File: src/rtl/uart_tx_fifo_pkg.sv
// uart_tx_fifo_pkg
//   Shared definitions for the FIFO-fed UART transmitter: parity mode
//   encodings, the transmit FSM state encoding and the parity helper.
//   No ports; imported by uart_tx_fifo.
package uart_tx_fifo_pkg;

    localparam int PARITY_NONE = 0;
    localparam int PARITY_ODD  = 1;
    localparam int PARITY_EVEN = 2;

    // Encoding reflects what is currently being driven on the line.
    typedef enum logic [2:0] {
        ST_IDLE  = 3'd0,
        ST_START = 3'd1,
        ST_DATA  = 3'd2,
        ST_PAR   = 3'd3,
        ST_STOP  = 3'd4
    } tx_state_t;

    // data_xor is the XOR reduction of the data word. Even parity makes the
    // total count of ones even, so the parity bit equals the reduction;
    // odd parity inverts it.
    function automatic logic parity_bit(input logic data_xor, input int mode);
        return (mode == PARITY_ODD) ? ~data_xor : data_xor;
    endfunction

endpackage

File: src/rtl/sync_fifo.sv
// sync_fifo
//   Single-clock FIFO with synchronous active-high reset and show-ahead read
//   (rd_data presents the oldest entry whenever empty is low).
// Ports
//   clk      in   clock
//   rst      in   synchronous active-high reset, empties the FIFO
//   wr_en    in   write request, ignored when full
//   wr_data  in   WIDTH-bit write data
//   rd_en    in   read request, ignored when empty
//   rd_data  out  WIDTH-bit oldest entry
//   full     out  DEPTH entries held
//   empty    out  no entries held
//   count    out  entries held
module sync_fifo #(
    parameter int WIDTH = 8,
    parameter int DEPTH = 4
) (
    input  logic                       clk,
    input  logic                       rst,
    input  logic                       wr_en,
    input  logic [WIDTH-1:0]           wr_data,
    input  logic                       rd_en,
    output logic [WIDTH-1:0]           rd_data,
    output logic                       full,
    output logic                       empty,
    output logic [$clog2(DEPTH+1)-1:0] count
);

    localparam int AW = $clog2(DEPTH);
    localparam int CW = $clog2(DEPTH + 1);

    logic [WIDTH-1:0] mem [DEPTH];
    logic [AW-1:0]    wr_ptr;
    logic [AW-1:0]    rd_ptr;
    logic             do_wr;
    logic             do_rd;

    assign full    = (count == CW'(DEPTH));
    assign empty   = (count == '0);
    assign do_wr   = wr_en && !full;
    assign do_rd   = rd_en && !empty;
    assign rd_data = mem[rd_ptr];

    // Storage is not reset; only the pointers and count define validity.
    always_ff @(posedge clk) begin
        if (do_wr) begin
            mem[wr_ptr] <= wr_data;
        end
    end

    // DEPTH is a power of two, so the pointers wrap naturally.
    always_ff @(posedge clk) begin
        if (rst) begin
            wr_ptr <= '0;
            rd_ptr <= '0;
            count  <= '0;
        end else begin
            if (do_wr) begin
                wr_ptr <= wr_ptr + 1'b1;
            end
            if (do_rd) begin
                rd_ptr <= rd_ptr + 1'b1;
            end
            case ({do_wr, do_rd})
                2'b10:   count <= count + 1'b1;
                2'b01:   count <= count - 1'b1;
                default: count <= count;
            endcase
        end
    end

endmodule

File: src/rtl/uart_tx_fifo.sv
// uart_tx_fifo
//   UART transmitter fed from a valid/ready byte stream through an internal
//   FIFO. Frames are serialised LSB-first with configurable data width,
//   parity and stop bits; every line transition is paced by baud_tick.
//
//   state  | meaning
//   IDLE   | line idle high, waiting for a tick with data in the FIFO
//   START  | start bit (0) on the line
//   DATA   | data bit bit_cnt on the line
//   PAR    | parity bit on the line
//   STOP   | stop bit stop_cnt on the line
//
// Ports
//   clk         in   system clock
//   rst         in   synchronous active-high reset, aborts frame, empties FIFO
//   baud_tick   in   one-cycle pulse per bit period
//   in_data     in   DATA_BITS word, captured at push
//   in_valid    in   in_data valid
//   in_ready    out  FIFO can accept (not full)
//   tx          out  registered UART line, idle high
//   busy        out  frame in progress
//   frame_done  out  one-cycle pulse at the end of the last stop bit
//   fifo_count  out  entries held in the FIFO
module uart_tx_fifo
    import uart_tx_fifo_pkg::*;
#(
    parameter int DATA_BITS  = 8,
    parameter int PARITY     = 0,
    parameter int STOP_BITS  = 1,
    parameter int FIFO_DEPTH = 4
) (
    input  logic                            clk,
    input  logic                            rst,
    input  logic                            baud_tick,
    input  logic [DATA_BITS-1:0]            in_data,
    input  logic                            in_valid,
    output logic                            in_ready,
    output logic                            tx,
    output logic                            busy,
    output logic                            frame_done,
    output logic [$clog2(FIFO_DEPTH+1)-1:0] fifo_count
);

    if (DATA_BITS < 5 || DATA_BITS > 9) begin : g_bad_data_bits
        $error("uart_tx_fifo: DATA_BITS must be in 5..9");
    end
    if (PARITY < PARITY_NONE || PARITY > PARITY_EVEN) begin : g_bad_parity
        $error("uart_tx_fifo: PARITY must be 0 (none), 1 (odd) or 2 (even)");
    end
    if (STOP_BITS < 1 || STOP_BITS > 2) begin : g_bad_stop_bits
        $error("uart_tx_fifo: STOP_BITS must be 1 or 2");
    end
    if (FIFO_DEPTH < 2 || (FIFO_DEPTH & (FIFO_DEPTH - 1)) != 0) begin : g_bad_depth
        $error("uart_tx_fifo: FIFO_DEPTH must be a power of two >= 2");
    end

    tx_state_t              state;
    logic [DATA_BITS-1:0]   shift;
    logic [3:0]             bit_cnt;
    logic                   stop_cnt;
    logic                   par_bit;
    logic [DATA_BITS-1:0]   fifo_rd_data;
    logic                   fifo_full;
    logic                   fifo_empty;
    logic                   push;
    logic                   pop;
    logic                   last_stop;

    assign in_ready  = !fifo_full;
    assign push      = in_valid && in_ready;
    assign last_stop = (stop_cnt == 1'(STOP_BITS - 1));
    assign busy      = (state != ST_IDLE);

    // Pop is only possible on a tick that starts a frame: from IDLE, or
    // straight out of the last stop bit for back-to-back frames. Empty is a
    // registered flag, so a freshly pushed word is never popped in its own cycle.
    assign pop = baud_tick && !fifo_empty &&
                 ((state == ST_IDLE) || (state == ST_STOP && last_stop));

    sync_fifo #(
        .WIDTH (DATA_BITS),
        .DEPTH (FIFO_DEPTH)
    ) u_fifo (
        .clk     (clk),
        .rst     (rst),
        .wr_en   (push),
        .wr_data (in_data),
        .rd_en   (pop),
        .rd_data (fifo_rd_data),
        .full    (fifo_full),
        .empty   (fifo_empty),
        .count   (fifo_count)
    );

    always_ff @(posedge clk) begin
        if (rst) begin
            state      <= ST_IDLE;
            tx         <= 1'b1;
            frame_done <= 1'b0;
            shift      <= '0;
            bit_cnt    <= '0;
            stop_cnt   <= 1'b0;
            par_bit    <= 1'b0;
        end else begin
            frame_done <= 1'b0;
            case (state)
                ST_IDLE: begin
                    if (pop) begin
                        shift   <= fifo_rd_data;
                        par_bit <= parity_bit(^fifo_rd_data, PARITY);
                        tx      <= 1'b0;
                        state   <= ST_START;
                    end
                end
                ST_START: begin
                    if (baud_tick) begin
                        tx      <= shift[0];
                        shift   <= shift >> 1;
                        bit_cnt <= '0;
                        state   <= ST_DATA;
                    end
                end
                ST_DATA: begin
                    if (baud_tick) begin
                        if (bit_cnt == 4'(DATA_BITS - 1)) begin
                            if (PARITY != PARITY_NONE) begin
                                tx    <= par_bit;
                                state <= ST_PAR;
                            end else begin
                                tx       <= 1'b1;
                                stop_cnt <= 1'b0;
                                state    <= ST_STOP;
                            end
                        end else begin
                            tx      <= shift[0];
                            shift   <= shift >> 1;
                            bit_cnt <= bit_cnt + 4'd1;
                        end
                    end
                end
                ST_PAR: begin
                    if (baud_tick) begin
                        tx       <= 1'b1;
                        stop_cnt <= 1'b0;
                        state    <= ST_STOP;
                    end
                end
                ST_STOP: begin
                    if (baud_tick) begin
                        if (last_stop) begin
                            frame_done <= 1'b1;
                            if (pop) begin
                                shift   <= fifo_rd_data;
                                par_bit <= parity_bit(^fifo_rd_data, PARITY);
                                tx      <= 1'b0;
                                state   <= ST_START;
                            end else begin
                                tx    <= 1'b1;
                                state <= ST_IDLE;
                            end
                        end else begin
                            stop_cnt <= stop_cnt + 1'b1;
                        end
                    end
                end
                // Recover from a corrupted encoding without waiting for a tick.
                default: begin
                    tx    <= 1'b1;
                    state <= ST_IDLE;
                end
            endcase
        end
    end

endmodule

File: config.mk
export PLATFORM = sky130hd
export DESIGN_NAME = uart_tx_fifo
export DESIGN_NICKNAME = d
export VERILOG_FILES = /design/src/rtl/uart_tx_fifo_pkg.sv /design/src/rtl/sync_fifo.sv /design/src/rtl/uart_tx_fifo.sv
export SDC_FILE = /design/constraint.sdc
export NUM_CORES = 1
export LEC_CHECK = 0
export ABC_AREA = 1
export BUFFER_PORTS_ARGS = -buffer_cell sky130_fd_sc_hd__buf_2
export CAP_MARGIN = 10
export CELL_PAD_IN_SITES_DETAIL_PLACEMENT = 1
export CELL_PAD_IN_SITES_GLOBAL_PLACEMENT = 1
export CORE_MARGIN = 4
export CORE_UTILIZATION = 48
export DETAILED_ROUTE_END_ITERATION = 7
export GPL_TIMING_DRIVEN = 0
export PLACE_DENSITY_LB_ADDON = 0.1
export REMOVE_ABC_BUFFERS = 1
export SYNTH_ARGS = -nofsm -noshare
export SYNTH_HDL_FRONTEND = slang
export SYNTH_SLANG_ARGS = --single-unit
File: constraint.sdc
create_clock -name clk -period 6 [get_ports clk]
set_input_delay 0.3 -clock clk [delete_from_list [all_inputs] [get_ports clk]]
set_output_delay 0.3 -clock clk [all_outputs]
set_load 0.005 [all_outputs]
==> metrics.csv, run 1 <==
stage;metric;value;unit
status;status;complete, no violations;
power_and_ir_drop;power.density;467.8;nW/µm²
sta;fmax;468.4;MHz
clocking;cts_tree;yes;
detailed_routing;wl_per_cell;13.86;µm
logic_synthesis;synth_edf_count;32;
worst_setup_path;crit_chain;nor2_1, nand3_2, inv_1, ha_1, inv_1, fa_1, a21oi_1, o21ai_0, o21ai_0, a21oi_1;
clocking;cts_inserted_buffers;9;
worst_setup_path;critPathMaxFanout;6;
global_route;grt_start_max_net_pins;18;
global_route;grt_use_total;18.92;%
floorplanning;pin_count;19;
place;port-buffer-count;18;
logic_synthesis;synth_ff_type;edfxtp_1;
detailed_routing;dr.pass1.iters;6;
logic_synthesis;avgSynthCellArea;8.638;µm²
sta;setup_tns;0;ps
sta;slew_headroom;43.54;%
clocking;cts.path.max_buffers;2;
worst_setup_path;crit_path_start_kind;flip-flop;
clocking;cts_resized;0;
sta;finalSetupViolCount;0;
worst_setup_path;worstPathRequired;6220;ps
worst_setup_path;worst-setup-path-type;reg2reg;
clocking;clock_sinks;58;
cells_and_area;antenna_cells;0;
clocking;clk_latency;330;ps
detailed_routing;avgViaCountPerCell;5.008;
global_route;antenna_found_initial;0;
logic_synthesis;yosys_warnings;0;
logic_synthesis;ys_seq_elements;58;
clocking;cts.htree.levels;3;
logic_synthesis;ys_async_sr_fraction;0;%
floorplanning;num_rows;26;
worst_hold_path;hold_path_class;in2reg;
cells_and_area;final_nets;343;
clocking;post_cts_buffers;0;
power_and_ir_drop;p_leak;1.259;nW
clocking;cts_root_buffer;clkbuf_8;
power_and_ir_drop;vdd_drop_max;200.8;µV
sta;drv_slew;0;
floorplanning;die_h;81.72;µm
worst_setup_path;arrival;2360;ps
cells_and_area;layout.cells.non_filler;399;
logic_synthesis;synth_cells;302;
sta;tightest_slew;843.8;ps
run;maxCapViolCount;0;
global_route;grt_pass1_wl;9183;µm
floorplanning;die-width;81.72;µm
global_route;grt-ovfl-total;0;
place;routabilityCongestion;0.8024;
detailed_routing;vias;1998;
detailed_routing;post-route-drc-count;0;
cells_and_area;areaGrowthSynthToFinish;12.23;%
sta;fin_crit_sh;35.58;%
logic_synthesis;netlist_area;2609;µm²
global_route;grt_pass1_vias;2004;
detailed_routing;routed_wl;5531;µm
logic_synthesis;yosysSeqAreaShare;56.79;%
clocking;cts_hold_buf;0;
floorplanning;core;5172;µm²
clocking;cts.clk_slew.worst_paths;70;ps
sta;hold_violations;0;
logic_synthesis;synth_cell_types;22;
place;dp_hpwl;3854;µm
worst_setup_path;end_kind;flip-flop;
place;dp_cells;383;
sta;period_minus_slack;2135;ps
worst_setup_path;worst_path_max_delay_cell;dfxtp_1;
cells_and_area;drive_gt1_share;13.37;%
floorplanning;initial_core_util;50.44;%
detailed_routing;drt_iter0_drc;84;
floorplanning;die_area;6678;µm²
sta;clock_skew;5.857;ps
detailed_routing;antenna_left;0;
worst_setup_path;critical_path.max_stage_delay;370;ps
sta;rsz0062_at_grt;false;
-- synthesized netlist by cell type (2+ instances only) --
master	number	area, µm²
nand2_1	69	259.0
buf_2	3	15.01
nand2_2	2	12.51
a21oi_1	17	85.08
nand3_2	3	30.03
nor2_1	62	232.7
edfxtp_1	32	960.9
o21ai_0	27	135.1
nand2_4	2	22.52
inv_1	35	131.4
ha_1	6	75.07
nand3_1	7	35.03
clkbuf_1	3	11.26
dfxtp_1	26	520.5
-- where the power goes --
group / switching (mW) / internal, mW / total [mW]
Sequential: 0.0534 / 0.490 / 0.544
Clock: 0.166 / 0.152 / 0.318
Combinational: 0.343 / 0.165 / 0.508
Total: 0.562 / 0.808 / 1.37
-- cells in the final DEF (no fill, tap or decap), types with 7 or more instances in the layout --
master	count
nand2_1	69
nor2_1	62
inv_1	35
edfxtp_1	32
o21ai_0	27
dfxtp_1	26
buf_2	18
a21oi_1	17
clkbuf_8	9
nand3_1	7
-- per-layer routing --
| metal | up-vias | wire [µm] | GRT usage [%] |
|---|---|---|---|
| met5 | - | 0 | 0 |
| met4 | 0 | 110 | 9.302 |
| met3 | 9 | 194 | 5.154 |
| met2 | 35 | 2676 | 30.86 |
| met1 | 942 | 2550 | 23.03 |
| li1 | 1012 | - | - |
-- cells by family (layout without fill, tap and decap cells) --
family,after synthesis,after routing,synth area share [%]
buffers and inverters,44,71,6.954
XOR/XNOR,1,1,0.3358
adder cells (fa/ha/maj),7,7,3.645
AO/OA/AOI/OAI,44,44,8.441
AND/OR/NAND/NOR,148,148,23.84
flip-flops,58,58,56.79
-- through the flow --
stage / total power [mW] / util, % / hold slack [ps] / instance area, µm² / setup WS, ps
2_1_floorplan: 0.9151 / - / 369.1 / 2571 / 4104
3_3_place_gp: 1.042 / 53.14 / 454.1 / 2749 / 3861
3_5_place_dp: 1.068 / 53.14 / 465.4 / 2749 / 3871
4_1_cts: 1.388 / 56.60 / 157.4 / 2928 / 3860
5_1_grt: 1.496 / 56.60 / 156.5 / 2928 / 3487
6_report: 1.370 / 56.60 / 176.8 / 2928 / 3865
-- worst paths after layout --
path	to	slack, ps	start	cells after the start
max	u_fifo.count[2]	3860	state[1]	10
min	u_fifo.mem[3][0]	180	in_data[0]	1
max reg2reg	u_fifo.count[2]	3860	state[1]	10
min reg2reg	u_fifo.rd_ptr[1]	480	u_fifo.rd_ptr[1]	2
-- state kept, by name, summed over array words and instances, names as in the netlist, named ones only --
register / cells
bit_cnt: 4
u_fifo.rd_ptr: 2
state: 3
shift: 8
u_fifo.mem: 32
u_fifo.wr_ptr: 2
u_fifo.count: 3
frame_done: 1
tx: 1
-- worst max-delay path: cells and delay by family, from the launching register on --
| kind | cells | cell delay (ps) |
|---|---|---|
| adders and majority gates | 2 | 510 |
| and+or+nand+nor | 2 | 480 |
| buffers and inverters | 2 | 190 |
| DFF | 1 | 370 |
| AOI/OAI and AO/OA | 4 | 470 |
-- cell type report --
cell class / instances / area, µm²
fillers: 653 / 2245
flip-flops and latches: 58 / 1481
multi-input cells: 200 / 945.9
inverters: 37 / 143.9
clock buffers: 9 / 123.9
repair buffers: 18 / 90.09
well taps: 70 / 87.58
clock inverters: 7 / 55.05
(Power assumes the default switching activity.)
==> run 2: changes to the inputs <==
--- a/config.mk
+++ b/config.mk
@@ -11,7 +11,7 @@
 export CELL_PAD_IN_SITES_DETAIL_PLACEMENT = 1
 export CELL_PAD_IN_SITES_GLOBAL_PLACEMENT = 1
 export CORE_MARGIN = 4
-export CORE_UTILIZATION = 48
+export CORE_UTILIZATION = 45
 export DETAILED_ROUTE_END_ITERATION = 7
 export GPL_TIMING_DRIVEN = 0
 export PLACE_DENSITY_LB_ADDON = 0.1
==> constraint.sdc (replaced) <==
create_clock -name clk -period 2.1 [get_ports clk]
set_input_delay 0.105 -clock clk [delete_from_list [all_inputs] [get_ports clk]]
set_output_delay 0.105 -clock clk [all_outputs]
set_load 0.005 [all_outputs]
==> metrics.csv, run 2 (synthesis results as in run 1) <==
stage;metric;value;unit;change
clocking;cts.clk_slew.worst_paths;70;ps;about the same
status;status;complete, no violations;;
power_and_ir_drop;p_leak;1.320;nW;+4.9%
clocking;cts.htree.levels;3;;unchanged
worst_setup_path;arrival;2120;ps;-240 ps
clocking;clk_latency;340;ps;about the same
cells_and_area;mostFrequentLayoutCells;nand2_1 (67), nor2_1 (60), inv_1 (34);;
sta;tightest_slew;774.6;ps;-69.26 ps
power_and_ir_drop;vdd_drop_max;631.8;µV;+210%
place;routabilityCongestion;0.7488;;-6.7%
cells_and_area;top_regs;u_fifo.mem: 32 flops, shift: 8 flops, bit_cnt: 4 flops;;
cells_and_area;antenna_cells;0;;unchanged
worst_hold_path;hold_path_class;in2reg;;
clocking;cts_tree;yes;;
cells_and_area;final_nets;352;;+2.6%
worst_setup_path;worstPathRequired;2320;ps;-3900 ps
cells_and_area;layout.cells.non_filler;410;;+2.8%
cells_and_area;areaGrowthSynthToFinish;18.47;%;
floorplanning;die_area;7080;µm²;+6.0%
detailed_routing;dr.pass1.iters;4;;-2
sta;fin_crit_sh;90.15;%;+55 points
detailed_routing;wl_per_cell;13.59;µm;-2.0%
sta;drv_slew;0;;unchanged
global_route;grt_pass1_wl;9639;µm;+5.0%
clocking;cts.path.max_buffers;2;;unchanged
worst_setup_path;worst-setup-path-type;reg2reg;;
cells_and_area;post-route-cell-area;3090;µm²;+5.6%
global_route;grt_pass1_vias;2066;;+3.1%
detailed_routing;vias;1972;;-1.3%
cells_and_area;final_common_cell;nand2_1;;
floorplanning;die_h;84.14;µm;+3.0%
power_and_ir_drop;power.density;1359;nW/µm²;+190%
detailed_routing;routed_wl;5570;µm;+0.71%
place;dp_hpwl;3686;µm;-4.3%
floorplanning;core;5574;µm²;+7.8%
cells_and_area;regMostFlops;u_fifo.mem;;
sta;clock_skew;9.513;ps;+3.656 ps
floorplanning;die-width;84.14;µm;+3.0%
clocking;cts_inserted_buffers;9;;unchanged
sta;fmax;528.2;MHz;+13%
sta;period_minus_slack;1893;ps;-242.0 ps
place;place_area;2751;µm²;about the same
detailed_routing;post-route-drc-count;0;;unchanged
power_and_ir_drop;power;4.199;mW;+210%
cells_and_area;num-fill-cells;669;;+2.5%
clocking;cts_root_buffer;clkbuf_8;;
place;dp_cells;385;;+0.52%
cells_and_area;utilization;55.44;%;-1.2 points
cells_and_area;largest_reg_flops;32;;unchanged
floorplanning;initial_core_util;46.80;%;-3.6 points
detailed_routing;drt_iter0_drc;49;;-42%
global_route;grt-ovfl-total;0;;unchanged
sta;hold_violations;0;;unchanged
detailed_routing;avgViaCountPerCell;4.810;;-3.9%
floorplanning;pin_count;19;;unchanged
place;port-buffer-count;18;;unchanged
floorplanning;num_rows;27;;+3.8%
sta;hold_ws;62.31;ps;-114.5 ps
sta;slew_headroom;48.17;%;+4.6 points
clocking;clock_sinks;58;;unchanged
global_route;grt_start_max_net_pins;18;;unchanged
run;maxCapViolCount;0;;unchanged
cells_and_area;drive_gt1_share;16.27;%;+2.9 points
global_route;antenna_found_initial;0;;unchanged
worst_setup_path;crit_path_start_kind;flip-flop;;
worst_setup_path;critPathMaxFanout;6;;unchanged
sta;finalSetupViolCount;0;;unchanged
detailed_routing;antenna_left;0;;unchanged
global_route;grt_use_total;17.61;%;-1.3 points
worst_setup_path;end_kind;flip-flop;;
[run 2: cell count changes in the layout (fill, tap and decap cells not counted), moves of 2 or more]
cell,previous run,this run
o21ai_0,27,25
clkinv_4,3,1
o21ai_1,0,2
dfxtp_2,0,5
nor2_1,62,60
dlygate4sd3_1,0,8
bufinv_16,0,2
nand2_1,69,67
dfxtp_1,26,21
[run 2: area by class of cell]
| class | instances | area (µm²) | area share [%] |
|---|---|---|---|
| clock buffer | 9 | 123.9 | 4.008 |
| clock inverter | 7 | 93.84 | 3.036 |
| inverter | 37 | 143.9 | 4.656 |
| multi-input combinational | 200 | 973.4 | 31.50 |
| sequential | 58 | 1488 | 48.14 |
| tap | 72 | 90.09 | 2.915 |
| timing repair buffer | 27 | 177.7 | 5.749 |
[run 2: worst max-delay path: stages (launching register included)]
cell and delay [ps]:
dfxtp_2 360, nor2_4 170, nand3_4 150, inv_2 90
ha_1 140, inv_1 70, fa_1 380, a21oi_1 150
o21ai_1 100, o21ai_1 120, a21oi_1 50
[run 2: through the flow]
step	TNS, ps	setup WS, ps
6_report	0	206.9
5_1_grt	-4.838	-4.838
4_1_cts	0	14.31
3_5_place_dp	-46.05	-46.05
3_3_place_gp	-4.595	-4.595
2_1_floorplan	0	204.4
[run 2: power breakdown]
| group | leakage [nW] | switching, mW | internal (mW) |
|---|---|---|---|
| combinational | 0.706 | 0.985 | 0.521 |
| sequential | 0.509 | 0.158 | 1.41 |
| clock | 0.105 | 0.459 | 0.665 |
| total | 1.32 | 1.60 | 2.60 |
[run 2: worst paths after layout]
check	start	end	slack (ps)	cells past startpoint
min	rst	state[2]	60	2
max reg2reg	state[1]	u_fifo.count[2]	210	10
min reg2reg	u_fifo.rd_ptr[1]	u_fifo.rd_ptr[1]	460	2
max	state[1]	u_fifo.count[2]	210	10
[run 2: metal layers]
metal	GRT usage (%)	up-vias	wire, µm
li1	-	1022	-
met1	21.03	923	2536
met2	29.56	19	2789
met3	4.907	8	161
met4	7.895	0	83
met5	0	-	0
[run 2: what timing repair did]
action	4_1_cts	5_1_grt
setup endpoints to repair	1	1
hold endpoints to repair	32	0
gates resized for setup	1	14
pin swaps	0	1
buffers inserted	0	1
hold buffers	8	0
